**config.mk**
```make
export PLATFORM = sky130hd
export DESIGN_NAME = fetch_unit
export DESIGN_NICKNAME = d
export VERILOG_FILES = /design/src/rtl/core_pkg.sv /design/src/rtl/fetch_unit_instr_queue.sv /design/src/rtl/fetch_unit.sv
export SDC_FILE = /design/constraint.sdc
export NUM_CORES = 1
export LEC_CHECK = 0
export CAP_MARGIN = 20
export CORE_ASPECT_RATIO = 1.2
export CORE_MARGIN = 4
export CORE_UTILIZATION = 30
export DETAILED_ROUTE_END_ITERATION = 10
export GPL_TIMING_DRIVEN = 1
export PLACE_DENSITY = 0.59
export SYNTH_ARGS = -nofsm -noshare
export SYNTH_HDL_FRONTEND = slang
export SYNTH_SLANG_ARGS = --single-unit
```
**constraint.sdc**
```tcl
create_clock -name clk -period 9.8 [get_ports clk]
set_input_delay 2.94 -clock clk [delete_from_list [all_inputs] [get_ports clk]]
set_output_delay 2.94 -clock clk [all_outputs]
set_load 0.03 [all_outputs]
```
**src/rtl/core_pkg.sv**
```systemverilog
// core_pkg: shared types and constants for the ARM core front end.
//   fetch_state_t    : instruction-fetch FSM states (IDLE/REQ/WAIT/DROP)
//   fetch_entry_t    : one buffered fetch result, {pc, instr}
//   XLEN, INSTR_BYTES, FETCH_BUF_DEPTH, DEFAULT_RESET_PC
//   word_align()     : clears the byte-offset bits of an address
package core_pkg;

  localparam int XLEN            = 32;
  localparam int INSTR_BYTES     = 4;
  localparam int FETCH_BUF_DEPTH = 2;

  localparam logic [XLEN-1:0] DEFAULT_RESET_PC = 32'h0000_0000;

  typedef enum logic [1:0] {
    IDLE = 2'd0,
    REQ  = 2'd1,
    WAIT = 2'd2,
    DROP = 2'd3
  } fetch_state_t;

  typedef struct packed {
    logic [XLEN-1:0] pc;
    logic [XLEN-1:0] instr;
  } fetch_entry_t;

  // Instruction fetches are always word aligned.
  function automatic logic [XLEN-1:0] word_align(input logic [XLEN-1:0] addr);
    return {addr[XLEN-1:2], 2'b00};
  endfunction

endpackage

```
**src/rtl/fetch_unit_instr_queue.sv**
```systemverilog
// instr_queue: 2-entry FIFO of {pc, instr} entries between fetch and decode.
// The head always lives in entry0_r, so the head outputs come straight
// from registers; a pop shifts entry1 down.
//   clk, reset   : clock, synchronous active-high reset
//   flush        : synchronous flush, overrides push and pop
//   push, push_data : write an entry (ignored when full unless popping)
//   pop          : consume the head (ignored when empty)
//   head         : current head entry
//   full, empty, count : occupancy status
import core_pkg::*;

module instr_queue (
  input  logic         clk,
  input  logic         reset,
  input  logic         flush,
  input  logic         push,
  input  fetch_entry_t push_data,
  input  logic         pop,
  output fetch_entry_t head,
  output logic         full,
  output logic         empty,
  output logic [1:0]   count
);

  fetch_entry_t entry0_r;
  fetch_entry_t entry1_r;
  logic         valid0_r;
  logic         valid1_r;
  logic         pop_en_s;
  logic         push_en_s;

  // Qualify push/pop against occupancy; a full queue accepts a push only
  // when the head leaves in the same cycle.
  always_comb begin
    pop_en_s  = pop & valid0_r;
    push_en_s = push & (~valid1_r | pop_en_s);
  end

  // Storage update: flush, shift on pop, fill the lowest free slot on push.
  always_ff @(posedge clk) begin
    if (reset || flush) begin
      entry0_r <= '0;
      entry1_r <= '0;
      valid0_r <= 1'b0;
      valid1_r <= 1'b0;
    end else begin
      case ({push_en_s, pop_en_s})
        2'b01: begin
          entry0_r <= entry1_r;
          valid0_r <= valid1_r;
          valid1_r <= 1'b0;
        end
        2'b10: begin
          if (!valid0_r) begin
            entry0_r <= push_data;
            valid0_r <= 1'b1;
          end else begin
            entry1_r <= push_data;
            valid1_r <= 1'b1;
          end
        end
        2'b11: begin
          // Occupancy is unchanged; the new entry lands behind whatever remains.
          if (valid1_r) begin
            entry0_r <= entry1_r;
            entry1_r <= push_data;
          end else begin
            entry0_r <= push_data;
          end
        end
        default: begin
          entry0_r <= entry0_r;
        end
      endcase
    end
  end

  assign head  = entry0_r;
  assign full  = valid1_r;
  assign empty = ~valid0_r;
  assign count = {1'b0, valid0_r} + {1'b0, valid1_r};

endmodule

```
**src/rtl/fetch_unit.sv**
```systemverilog
// fetch_unit: instruction-fetch front end. Holds the architectural PC,
// issues one word fetch at a time over a valid/ready channel, buffers the
// responses with their PC for the decoder, and handles redirects by
// flushing the buffer and dropping any wrong-path fetch still in flight.
//   clk, reset                     : clock, synchronous active-high reset
//   redirect_valid, redirect_pc    : PC redirect from next-PC select
//   imem_req_valid/ready, imem_addr: fetch request channel
//   imem_rsp_valid, imem_rdata     : fetch response
//   instr_valid/ready, instr, instr_pc : decoder-side queue head
//   pc                             : next fetch PC
import core_pkg::*;

module fetch_unit #(
  parameter logic [31:0] RESET_PC  = DEFAULT_RESET_PC,
  parameter int          BUF_DEPTH = FETCH_BUF_DEPTH
) (
  input  logic        clk,
  input  logic        reset,
  input  logic        redirect_valid,
  input  logic [31:0] redirect_pc,
  output logic        imem_req_valid,
  input  logic        imem_req_ready,
  output logic [31:0] imem_addr,
  input  logic        imem_rsp_valid,
  input  logic [31:0] imem_rdata,
  output logic        instr_valid,
  input  logic        instr_ready,
  output logic [31:0] instr,
  output logic [31:0] instr_pc,
  output logic [31:0] pc
);

  fetch_state_t    state_r;
  logic [XLEN-1:0] pc_r;
  logic [XLEN-1:0] req_pc_r;
  logic            req_valid_r;

  logic            handshake_s;
  logic            push_s;
  logic            pop_s;
  logic            room_s;
  logic [2:0]      count_next_s;
  logic [1:0]      count_s;
  logic            full_s;
  logic            empty_s;
  fetch_entry_t    push_data_s;
  fetch_entry_t    head_s;

  // Queue control and post-update occupancy. Redirect suppresses both push
  // and pop so a flushed cycle never counts as a consume.
  always_comb begin
    handshake_s  = req_valid_r & imem_req_ready;
    pop_s        = ~empty_s & instr_ready & ~redirect_valid;
    push_s       = imem_rsp_valid & (state_r == WAIT) & ~redirect_valid
                   & (~full_s | pop_s);
    push_data_s  = '{pc: req_pc_r, instr: imem_rdata};
    count_next_s = {1'b0, count_s} + {2'b00, push_s} - {2'b00, pop_s};
    // Room is judged on the occupancy after this cycle's push/pop, so a
    // pop from a full queue lets the next request go out right away.
    room_s       = (count_next_s < 3'(BUF_DEPTH));
  end

  // Fetch FSM with the PC register and the registered request valid.
  always_ff @(posedge clk) begin
    if (reset) begin
      state_r     <= IDLE;
      pc_r        <= word_align(RESET_PC);
      req_pc_r    <= 32'h0000_0000;
      req_valid_r <= 1'b0;
    end else if (redirect_valid) begin
      pc_r <= word_align(redirect_pc);
      case (state_r)
        IDLE: begin
          state_r     <= REQ;
          req_valid_r <= 1'b1;
        end
        REQ: begin
          // A request accepted this cycle is wrong-path; its response must be eaten.
          if (handshake_s) begin
            state_r     <= DROP;
            req_valid_r <= 1'b0;
          end else begin
            state_r     <= REQ;
            req_valid_r <= 1'b1;
          end
        end
        WAIT, DROP: begin
          if (imem_rsp_valid) begin
            state_r     <= REQ;
            req_valid_r <= 1'b1;
          end else begin
            state_r     <= DROP;
            req_valid_r <= 1'b0;
          end
        end
        default: begin
          state_r     <= IDLE;
          req_valid_r <= 1'b0;
        end
      endcase
    end else begin
      case (state_r)
        IDLE: begin
          if (room_s) begin
            state_r     <= REQ;
            req_valid_r <= 1'b1;
          end else begin
            state_r     <= IDLE;
            req_valid_r <= 1'b0;
          end
        end
        REQ: begin
          if (handshake_s) begin
            req_pc_r    <= pc_r;
            pc_r        <= pc_r + 32'(INSTR_BYTES);
            state_r     <= WAIT;
            req_valid_r <= 1'b0;
          end else begin
            state_r     <= REQ;
            req_valid_r <= 1'b1;
          end
        end
        WAIT: begin
          if (imem_rsp_valid) begin
            state_r     <= room_s ? REQ : IDLE;
            req_valid_r <= room_s;
          end else begin
            state_r     <= WAIT;
            req_valid_r <= 1'b0;
          end
        end
        DROP: begin
          if (imem_rsp_valid) begin
            state_r     <= REQ;
            req_valid_r <= 1'b1;
          end else begin
            state_r     <= DROP;
            req_valid_r <= 1'b0;
          end
        end
        default: begin
          state_r     <= IDLE;
          req_valid_r <= 1'b0;
        end
      endcase
    end
  end

  instr_queue u_queue (
    .clk       (clk),
    .reset     (reset),
    .flush     (redirect_valid),
    .push      (push_s),
    .push_data (push_data_s),
    .pop       (pop_s),
    .head      (head_s),
    .full      (full_s),
    .empty     (empty_s),
    .count     (count_s)
  );

  assign imem_req_valid = req_valid_r;
  assign imem_addr      = pc_r;
  assign pc             = pc_r;
  assign instr_valid    = ~empty_s;
  assign instr          = head_s.instr;
  assign instr_pc       = head_s.pc;

endmodule

```
== Word-level counts from Yosys, hierarchy flattened ==
Cells that the tools add are included.
Word-level totals
  input bits: 70
  output and inout port bits: 130
  word-level logic and storage cells: 79
  flip-flop bits (word level): 197
Operators by class
  order comparisons: 1
  add/sub/neg operators: 4
  bitwise operators: 12
  reductions and logical operators: 15
  multiplexer cells: 27
  equality and inequality tests: 9
Operator list (number)
  64-bit two-way mux: 4
  64-bit one-hot mux with 3 select lines: 1
  64-bit one-hot mux with 2 select lines: 1
  32-bit two-way mux: 3
  32-bit by 3-bit adder with 32-bit output, second input constant: 1
  2-bit two-way mux: 5
  1-bit AND: 8
  2-bit equality test, second input constant: 4
  2-bit one-hot mux with 4 select lines: 1
  2-bit AND reduction: 4
  2-bit nonzero test: 4
  1-bit two-way mux: 7
  2-bit one-hot mux with 3 select lines: 1
  3-bit AND reduction: 2
  2-bit by 1-bit equality test with 1-bit output, second input constant: 2
  2-bit by 1-bit inequality test with 1-bit output, second input constant: 2
  1-bit one-hot mux with 2 select lines: 2
  1-bit one-hot mux with 4 select lines: 1
  2-bit OR reduction: 2
  2-bit by 1-bit adder with 3-bit output: 1
  3-bit by 2-bit less-than comparator with 1-bit output, second input constant: 1
  1-bit one-hot mux with 3 select lines: 1
  3-bit nonzero test: 1
  3-bit by 1-bit subtractor with 3-bit output: 1
  other kinds (6): 8

== Longest topological paths before layout ==
  depth in word-level cells: 11
  depth in mapped cells: 13
  depth with buffers taken out: 10

== Hierarchy ==
From an unflattened synthesis, not the netlist that was laid out.
Second synthesis, totals
  cell total of the unflattened synthesis: 1118
  area, all modules: 9547.9 µm²
By module, submodules not included
  instr_queue: sequential area each 2602.5 µm², cells each 693, area an instance 6263.5 µm², instances 1
  fetch_unit: sequential area each 1261.2 µm², cells each 425, area an instance 3284.4 µm², instances 1

== Worst setup path after synthesis ==
OpenSTA, ideal clock, no wires.
  kind: input -> register
  start point: input port redirect_valid
  end point: register u_queue.entry0_r (netlist bit u_queue.head[0])
  arrival: 5.485 ns
  required time: 9.714 ns
  cell stages on the path: 13
  slack: 4.230 ns
  setup time: 0.086 ns
  path buffers: 4
  cell sequence: clkbuf_1 clkbuf_1 nor2_1 ha_1 inv_1 a211oi_1 ha_1 nor2b_1 or2_2 clkbuf_1 clkbuf_1 a22oi_1 a211oi_1
On the way
  cells in the longest elaborated chain, start to end: 8
  elaborated cells between the ends (all ways): 16
  classes of those cells: eq/ne (4); mux (1); bitwise (8); reduce/logical (3)
RTL lines
  start, declared: RTL line fetch_unit.sv:19  | input logic redirect_valid,
  1-bit NOT (no line)
  1-bit AND: RTL line fetch_unit.sv:53  | pop_s = ~empty_s & instr_ready & ~redirect_valid;
  1-bit bitwise OR / 1-bit AND (equally long branches): RTL line fetch_unit.sv:55, fetch_unit_instr_queue.sv:35
  1-bit AND / 1-bit bitwise OR (equally long branches): RTL line fetch_unit.sv:55, fetch_unit_instr_queue.sv:36
  1-bit AND: RTL line fetch_unit_instr_queue.sv:36  | push_en_s = push & (~valid1_r | pop_en_s);
  2-bit equality test / 2-bit by 1-bit equality test with 1-bit output (equally long branches): RTL line fetch_unit_instr_queue.sv:47  | case ({push_en_s, pop_en_s})
  2-bit inequality test (no line) / 3-bit nonzero test (equally long branches)
  2-bit AND reduction (no line)
  end signal, assigned: RTL line fetch_unit_instr_queue.sv:49  | entry0_r <= entry1_r;
  end signal, assigned: RTL line fetch_unit_instr_queue.sv:55  | entry0_r <= push_data;
  end signal, assigned: RTL line fetch_unit_instr_queue.sv:65  | entry0_r <= entry1_r;
  end, declared: RTL line fetch_unit_instr_queue.sv:25  | fetch_entry_t entry0_r;
Parallel ways exist; a longest one is shown, timed or not.
A chain may end at the register's enable or synchronous reset.

== Worst setup path after layout ==
Same ends and word-level chain as after synthesis.

==> impl_results.rst <==
.. list-table::
   :header-rows: 1

   * - Metric
     - Value
   * - Post-synth ARST share
     - 0%
   * - Post-synth EDFFs
     - 0
   * - Dominant cells by area after synthesis
     - dfxtp_1 (46%), nand2_1 (9.6%), a211oi_1 (7.1%)
   * - Detailed-route wire length
     - 23.4 mm
   * - Status
     - finished, final reports clean
   * - Endpoint of the most critical setup path
     - u_queue.head[0]
   * - TritonCTS clock tree
     - done
   * - Seq cells post-synth
     - 189
   * - Critical R2R Launch
     - u_queue.valid0_r
   * - Total of max-cap violations
     - 0
   * - Leakage power of the design
     - 3.24 nW
   * - Leading cell type in the layout, fill and taps excluded
     - nand2_1
   * - Quantity of hold-fixing buffers added after cts
     - 0
   * - Unique masters post-synth
     - 49
   * - Number of nets still failing antenna checks after routing
     - 0
   * - Final-report hold violation count
     - 0
   * - Area of the die
     - 0.0299 mm²
   * - Clock insertion delay at the later pin of the skew report
     - 0.44 ns
   * - Buffer count from post-CTS setup fixing
     - 0
   * - Iteration-0 DRC count of the detailed router
     - 447
   * - Setup repair after global routing missed its margin
     - false
   * - Hold WC Path Type
     - flip-flop to flip-flop
   * - Worst endpoint required time
     - 10.14 ns
   * - Initial Util
     - 30.7%
   * - Number of nets in the layout
     - 1191
   * - Final setup viols
     - 0
   * - Post-Synthesis Cells
     - 1003
   * - Maximum level of the CTS H-tree
     - 4
   * - Register-to-register setup slack
     - 6.15 ns
   * - Fraction of post-synthesis cell area in the top cell type by area
     - 46.5%
   * - Post-Route Utilization
     - 40.2%
   * - Worst clock skew
     - 0.0159 ns
   * - Worst reg2reg path depth
     - 11
   * - Crit share post-route
     - 62.6%
   * - Parity-gate share of the synthesized area counting xor and xnor cells
     - 1.18%
   * - Clock tree root buffer cell
     - clkbuf_16
   * - Post-synthesis average cell area
     - 8.12 µm²
   * - Mux contribution to synthesized area
     - 0%
   * - Share of the synthesized area in compound gates (AO/OA/AOI/OAI)
     - 22.9%
   * - Area added between synthesis and finish
     - 31.0%
   * - Hold Path Cell Cnt
     - 2
   * - Buffers added on ports
     - 191
   * - Diodes inserted
     - 0
   * - Areal power density over the cells
     - 157 mW/mm²
   * - Worst Path Class, Setup
     - primary input to flip-flop
   * - Main combinational cell family by area after synthesis
     - compound AO/OA/AOI/OAI gates
   * - Synthesized area
     - 0.00814 mm²
   * - Total negative slack for setup checks
     - 0 ns
   * - First-pass GRT wire length
     - 37.4 mm
   * - Width of the die
     - 158 µm
   * - Count of unresolved DRC violations after routing
     - 0
   * - Arrival time reported for the critical path endpoint
     - 6.47 ns
   * - Critical path origin
     - redirect_valid
   * - Share of synthesized cell area in and, or, nand and nor gates
     - 20.7%
   * - Most common flop cell mapped by yosys
     - dfxtp_1
   * - Post-synthesis share of cell area spent on full adders, half adders and majority gates
     - 1.08%
   * - Antenna violations before repair
     - 0
   * - Proportion of layout cells with a drive suffix above 1
     - 4.88%
   * - Cell accounting for the most synthesized area
     - dfxtp_1
   * - Number of placement rows
     - 65
   * - Global placement routability congestion
     - 0.807
   * - Max Slew Vio Count
     - 0
   * - FF-to-FF End
     - u_queue.head[0]
   * - Measured slew at the worst slew-check pin
     - 1.01 ns
   * - Critical Path End Type
     - flip-flop
   * - Clock-pin slew of the registers on the worst-case setup and hold paths
     - 0.07 ns
   * - Num Clock Sinks
     - 189
   * - Startpoint type of the worst setup path
     - primary input
   * - TritonCTS buffer count
     - 17
   * - Vias/cell
     - 5.03
   * - Clock period minus worst slack
     - 6.14 ns
   * - Residual overflow from global routing
     - 0
   * - CP Max Fanout
     - 62
   * - Worst slew margin relative to its limit
     - 32.5%
   * - Clock tree buffer depth
     - 2
   * - Number of global-route vias before repair
     - 6843
   * - DIE HEIGHT
     - 188 µm
   * - Post-cts resize count
     - 0
   * - Number of warnings reported in the yosys synthesis log
     - 0
   * - Most frequent cells in the layout
     - nand2_1 (208), clkdlybuf4s50_1 (190), dfxtp_1 (189)
   * - Detailed placer's ending HPWL
     - 15.2 mm
   * - Share of the yosys chip area belonging to registers
     - 46.5%
   * - Achievable clock frequency
     - 163 MHz
   * - Detailed-routing iteration count for the pre-antenna-repair pass
     - 4
   * - Total number of vias
     - 7349
   * - Overall Global Routing Usage
     - 15.5%
   * - Maximum vdd drop
     - 0.0760 mV
   * - Routed len/inst
     - 16.0 µm
   * - Core outline area
     - 0.0265 mm²
   * - Number of ports placed on the die boundary
     - 200
   * - Pin count of the biggest net entering global routing
     - 89
[sequential cells by signal (all words and copies together) (netlist names)]
| register | count |
|---|---|
| u_queue.valid0_r | 1 |
| imem_req_valid | 1 |
| imem_addr | 30 |
| state_r | 2 |
| u_queue.full | 1 |
| req_pc_r | 30 |
| u_queue.head | 62 |
| u_queue.entry1_r | 62 |
[power by group]
group          internal, mW  total (mW)  switching (mW)
sequential            0.780       0.805          0.0251
combinational        0.0697       0.160          0.0899
clock                 0.386       0.713           0.327
total                  1.24        1.68           0.442
[cells in the mapped netlist, types with 9 or more instances]
library cell,number
a211oi_1,77
a21oi_1,100
nand2_1,208
nor2_1,93
nor3_1,9
a22oi_1,62
nand3_1,18
clkbuf_1,76
buf_4,36
inv_1,12
nor4_1,11
a311oi_1,12
dfxtp_1,189
[through the flow]
stage | instances | setup slack (ns) | hold slack (ns) | power (mW) | cell area [µm²]
final | 1462 | 3.66 | 0.454 | 1.68 | 10700
after global routing | 1462 | 3.22 | 0.472 | 1.75 | 10700
after CTS | 1462 | 3.62 | 0.456 | 1.70 | 10700
after detailed placement | 1430 | 3.25 | 0.446 | 0.983 | 10100
after global placement | 1429 | 3.32 | 0.441 | 0.981 | 10000
after floorplan | 1008 | 4.23 | 0.436 | 0.910 | 8160
[cell families after synthesis]
| group | after synthesis |
|---|---|
| DFF | 189 |
| xor gates and xnor gates | 11 |
| and+or+nand+nor | 386 |
| adders and majority gates | 7 |
| buffers and inverters | 129 |
| AOI/OAI and AO/OA | 280 |
| other | 1 |
[critical path, stage by stage]
cell and delay (ns):
clkdlybuf4s50_1 0.39, buf_4 0.22, nor2_1 0.20, ha_1 0.23
inv_1 0.08, a211oi_1 0.41, ha_1 0.27, nor2b_1 0.43
or2_2 0.19, buf_4 0.59, a22oi_1 0.20, a211oi_1 0.29
[layer usage]
layer / up-vias / wire (µm) / track usage [%]
met2: 200 / 11000 / 24.4
met4: 0 / 382 / 4.96
met5: - / 0 / 0
li1: 3753 / - / -
met3: 24 / 1080 / 3.12
met1: 3372 / 11000 / 21.2
[cell type report]
| class | count | area (µm²) |
|---|---|---|
| clock buffer | 17 | 425 |
| clock inverter | 15 | 180 |
| fill | 2702 | 15800 |
| inverter | 13 | 48.8 |
| multi-input combinational | 690 | 3810 |
| sequential | 189 | 3780 |
| tap | 335 | 419 |
| timing repair buffer | 203 | 2000 |
[worst min-delay path by stage]
stage,start,end,slack [ns]
2_1_floorplan,u_queue.entry1_r[0],u_queue.entry1_r[0],0.44
3_3_place_gp,u_queue.entry1_r[23],u_queue.entry1_r[23],0.44
3_5_place_dp,u_queue.entry1_r[39],u_queue.entry1_r[39],0.45
4_1_cts,u_queue.entry1_r[39],u_queue.entry1_r[39],0.46
5_1_grt,u_queue.entry1_r[47],u_queue.entry1_r[47],0.47
6_report,u_queue.entry1_r[12],u_queue.entry1_r[12],0.45
Note: power is estimated with default switching activity, not from simulation.
==> RTL edit 1 (config.mk and constraints unchanged) <==
Reset style: asynchronous (`reset`), changed in one clocked block. Comments in the files are not updated.
--- a/src/rtl/fetch_unit.sv
+++ b/src/rtl/fetch_unit.sv
@@ -62,5 +62,5 @@
 
   // Fetch FSM with the PC register and the registered request valid.
-  always_ff @(posedge clk) begin
+  always_ff @(posedge clk or posedge reset) begin
     if (reset) begin
       state_r     <= IDLE;
Check against the original RTL: differs if reset is asserted again (counterexample within 4 cycles, from zero or initial values and one cycle with reset high); with reset held inactive, the same outputs for 4 cycles.
==> RTL edit 1 against the original RTL <==
Area after synthesis rose by 0.81%; utilization shrank 0.47 points; non-clock buffer count did not move; sequential share of layout area rose by 2.8 points; first-iteration DRC count shrank 18%; sequential cell count up 1; cell area grew 0.97%; via count fell by 9.6%; synthesized cell count decreased by 9.8%; setup slack improved by 0.25 ns; wire length fell by 5.7%.
Power is not compared: it rests on default switching activity, and its combinational part moved more than twofold at a synthesized area within 25%.
==> RTL edit 1: results (changes against the original RTL) <==
Post-CTS Resized=0 (unchanged); Iteration-0 DRC Markers=368 (-18%); Crit path arrival time=6.22 ns (-0.25 ns); number of I/O port buffers=193 (+1.0%); final setup margin=3.91 ns (+0.252 ns); CP max stage delay=0.57 ns (-0.02 ns); Synth area leaders=dfxtp_1, dfrtp_1, nand2_1; total number of vias=6,643 (-9.6%); number of flip-flops under the largest register name=63; ANT cells=0 (unchanged); first-pass GRT wire length=35.9 mm (-4.0%); clock latency at the later pin of the worst-skew pair=0.43 ns; number of max-capacitance violations reported=0 (unchanged); Placed Cells=1,348 (-5.7%); DRT Pass-1 Iters=5 (+1); share of layout cells above drive strength 1=7.98% (+3.1 points); Ys Warns=0 (unchanged); P_leak=3.57 nW; synth cell count leaders=nand2_1, dfxtp_1, nor2_1; clock skew=0.0116 ns (-0.00425 ns); Worst slew margin=40.1% (+7.6 points); postcts setup bufs=0 (unchanged); GPL Wtd Cong=0.752 (-6.8%); slowest CP cell=buf_4; H-tree depth=4 (unchanged); routed wire length=22.1 mm (-5.7%); Worst path top cell family by delay=buffers and inverters; Setup WS pre-CTS=3.45 ns (+0.201 ns); post-route insts no fill=1,380 (-5.6%); Post-Synth Adder-Cell Area=1.07% (-0.0087 points); crit path max fanout=62 (unchanged); Synth Flop Type=dfxtp_1; Avg Cell Area, Syn=9.07 sq um (+12%); clk buf depth=2 (unchanged); peak supply drop=0.0000891 V; Synth Area in Compound Gates=18.5% (-4.3 points); status=completed; pin count of the biggest net entering global routing=73 (-18%); initial antenna violation count=0 (unchanged); R2R setup slack=6.35 ns (+0.20 ns); GRT Total Usage=14.6% (-0.90 points); mux share of post-synthesis cell area=4.37% (+4.4 points); number of global-route vias before repair=6,335 (-7.4%); Tightest Hold Check Type=flop to flop; asr flop ratio synth=33.2% (+33 points); dpl hpwl=14.5 mm (-4.5%); post-synthesis xor/xnor area fraction=3.09% (+1.9 points); FF+latch count, synth=190 (+0.53%); total CTS buffers=17 (unchanged); count of cell types in the netlist=45 (-8.2%); clk slew on worst S/H paths=0.07 ns (about the same); fin nets=1,104 (-7.3%); post-synthesis sequential area ratio=50.2% (+3.7 points); root buf cell=clkbuf_16
RTL edit 1: layer usage:
metal  global-route usage, %  vias up  routed length [um]
li1                        -     3370                   -
met1                    20.4     3102               10300
met2                    23.3      158               10800
met3                    2.85       13                 771
met4                    3.57        0                 179
met5                       0        -                   0
RTL edit 1: report_power, final:
part           total [mW]  switching, mW  leakage [nW]  internal, mW
combinational       0.353          0.182          1.49         0.171
clock               0.718          0.307         0.291         0.411
sequential          0.967          0.107          1.79         0.860
total                2.04          0.596          3.57          1.44
RTL edit 1: cell type report:
type,count,area (sq um)
repair buffers,203,2000
multi-input cells,600,3560
flip-flops and latches,190,4120
inverters,15,56.3
clock inverters,12,163
clock buffers,20,447
well taps,340,425
fillers,2691,16300
RTL edit 1: cell families after synthesis:
logic type	Yosys count
compound gates	233
mux	32
buf+inv	118
flops	190
other cells	1
xor+xnor	29
simple gates	295
fa+ha+maj	7
RTL edit 1: tightest hold or removal path, cell delays in order, from the launching register on:
cell and delay, ns:
dfxtp_1 0.31, nand2_1 0.05, a21oi_1 0.05
RTL edit 1: final timing paths:
| path | start | endpoint | cells past startpoint |
|---|---|---|---|
| worst min-delay path | u_queue.entry1_r[28] | u_queue.entry1_r[28] | 2 |
| min in group asynchronous | reset | imem_req_valid | 3 |
| worst max register to register | u_queue.valid0_r | u_queue.head[53] | 11 |
| worst min register to register | u_queue.entry1_r[28] | u_queue.entry1_r[28] | 2 |
| max in group asynchronous | reset | req_pc_r[25] | 3 |
| worst max-delay path | instr_ready | u_queue.head[53] | 12 |
RTL edit 1: metrics by stage:
stage | instance area, sq um | hold slack, ns
global placement | 10200 | 0.438
CTS | 10800 | 0.455
finish | 10800 | 0.453
global route | 10800 | 0.471
detailed placement | 10200 | 0.446
floorplan | 8220 | 0.436
==> RTL edit 2 (same flow settings) <==
Without the edit above. Encoding of `fetch_state_t`: now one-hot (4 bits for 4 states).
--- a/src/rtl/core_pkg.sv
+++ b/src/rtl/core_pkg.sv
@@ -12,9 +12,9 @@
   localparam logic [XLEN-1:0] DEFAULT_RESET_PC = 32'h0000_0000;
 
-  typedef enum logic [1:0] {
-    IDLE = 2'd0,
-    REQ  = 2'd1,
-    WAIT = 2'd2,
-    DROP = 2'd3
+  typedef enum logic [3:0] {
+    IDLE = 4'b0001,
+    REQ  = 4'b0010,
+    WAIT = 4'b0100,
+    DROP = 4'b1000
   } fetch_state_t;
 
Function: no difference found for any inputs over 4 cycles, from zero or initial values and one cycle with reset high; so few cycles prove little.
==> RTL edit 2 against the original RTL <==
Cell area rose by 1.4%; non-clock buffer count unchanged; wire length increased by 7.1%; synthesized cell count decreased by 1.0%; power increased by 1.3%; sequential cell count grew 1; sequential power up 1%; global-route usage is 1.0 points higher; setup slack got worse by 0.38 ns; area after synthesis up 1.8%; critical endpoint is now u_queue.head[25]; largest power group unchanged; highest routed layer unchanged.
==> RTL edit 2: results (changes against the original RTL) <==
status=completed; clock power share=41.7% (-0.8 points); min-delay src=u_queue.entry1_r[58]; P_leak=3.52 nW (+8.3%); Setup WS pre-CTS=2.78 ns (-0.460 ns); routed wire length=25.1 mm (+7.1%); worst slew pin tran=0.977 ns (-0.0330 ns); dpl hpwl=16.2 mm (+6.8%); Fill cells=2,704 (+0.074%); post-synthesis xor/xnor area fraction=1.06% (-0.13 points); Crit path arrival time=6.87 ns (+0.40 ns); synth cell count leaders=dfxtp_1, nand2_1, nor2_1; number of global-route vias before repair=7,293 (+6.6%); Critical R2R Capture=u_queue.head[25]; total number of vias=7,527 (+2.4%); Iteration-0 DRC Markers=416 (-6.9%); Synth area leaders=dfxtp_1, a221oi_1, nand2_1; share of layout cells above drive strength 1=5.56% (+0.68 points); pin count of the biggest net entering global routing=75 (-16%); Worst setup endpoint=u_queue.head[25]; fin nets=1,180 (-0.92%); GRT Total Usage=16.5% (+1.0 points); post-synthesis sequential area ratio=45.9% (-0.57 points); R2R setup slack=5.89 ns (-0.26 ns); Area after DPL=0.0102 sq mm (+1.1%); Comb group=174 uW (+9%); count of cell types in the netlist=54 (+10%); Post-Synth Adder-Cell Area=1.06% (-0.019 points); clock skew=0.0136 ns (-0.00227 ns); DRT Pass-1 Iters=5 (+1); Avg Cell Area, Syn=8.35 sq um (+2.8%); Synth Area in Compound Gates=16.8% (-6.1 points); slowest CP cell=nor4b_1; post-route insts no fill=1,456 (-0.41%)
## RTL edit 2: cell types whose count changed after synthesis, moves of 6 or more
cell | unedited run | this run
nand2_1 | 208 | 142
a211oi_1 | 77 | 14
a221oi_1 | 0 | 62
a22oi_1 | 62 | 1
nor3_1 | 9 | 67
a21oi_1 | 100 | 69
mux2i_1 | 0 | 30
nor2_1 | 93 | 119
o21ai_0 | 4 | 15
buf_2 | 1 | 8
clkbuf_1 | 76 | 70
## RTL edit 2: layer usage
metal	track usage, %	share of wire (%)	vias up	wire, um
li1	-	-	3739	-
met1	21.3	44	3522	11100
met2	27.3	48	233	12100
met3	3.88	5.6	33	1410
met4	5.44	2.0	0	505
met5	0	0	-	0
## RTL edit 2: final cells by class
cell class                      count  area (sq um)  share of cell area, %
Multi-Input combinational cell    676          3900                   36.1
Clock inverter                     15           168                   1.55
Inverter                           15          56.3                  0.520
Tap cell                          340           425                   3.93
Timing Repair Buffer              203          2040                   18.8
Sequential cell                   190          3800                   35.2
Clock buffer                       17           425                   3.93
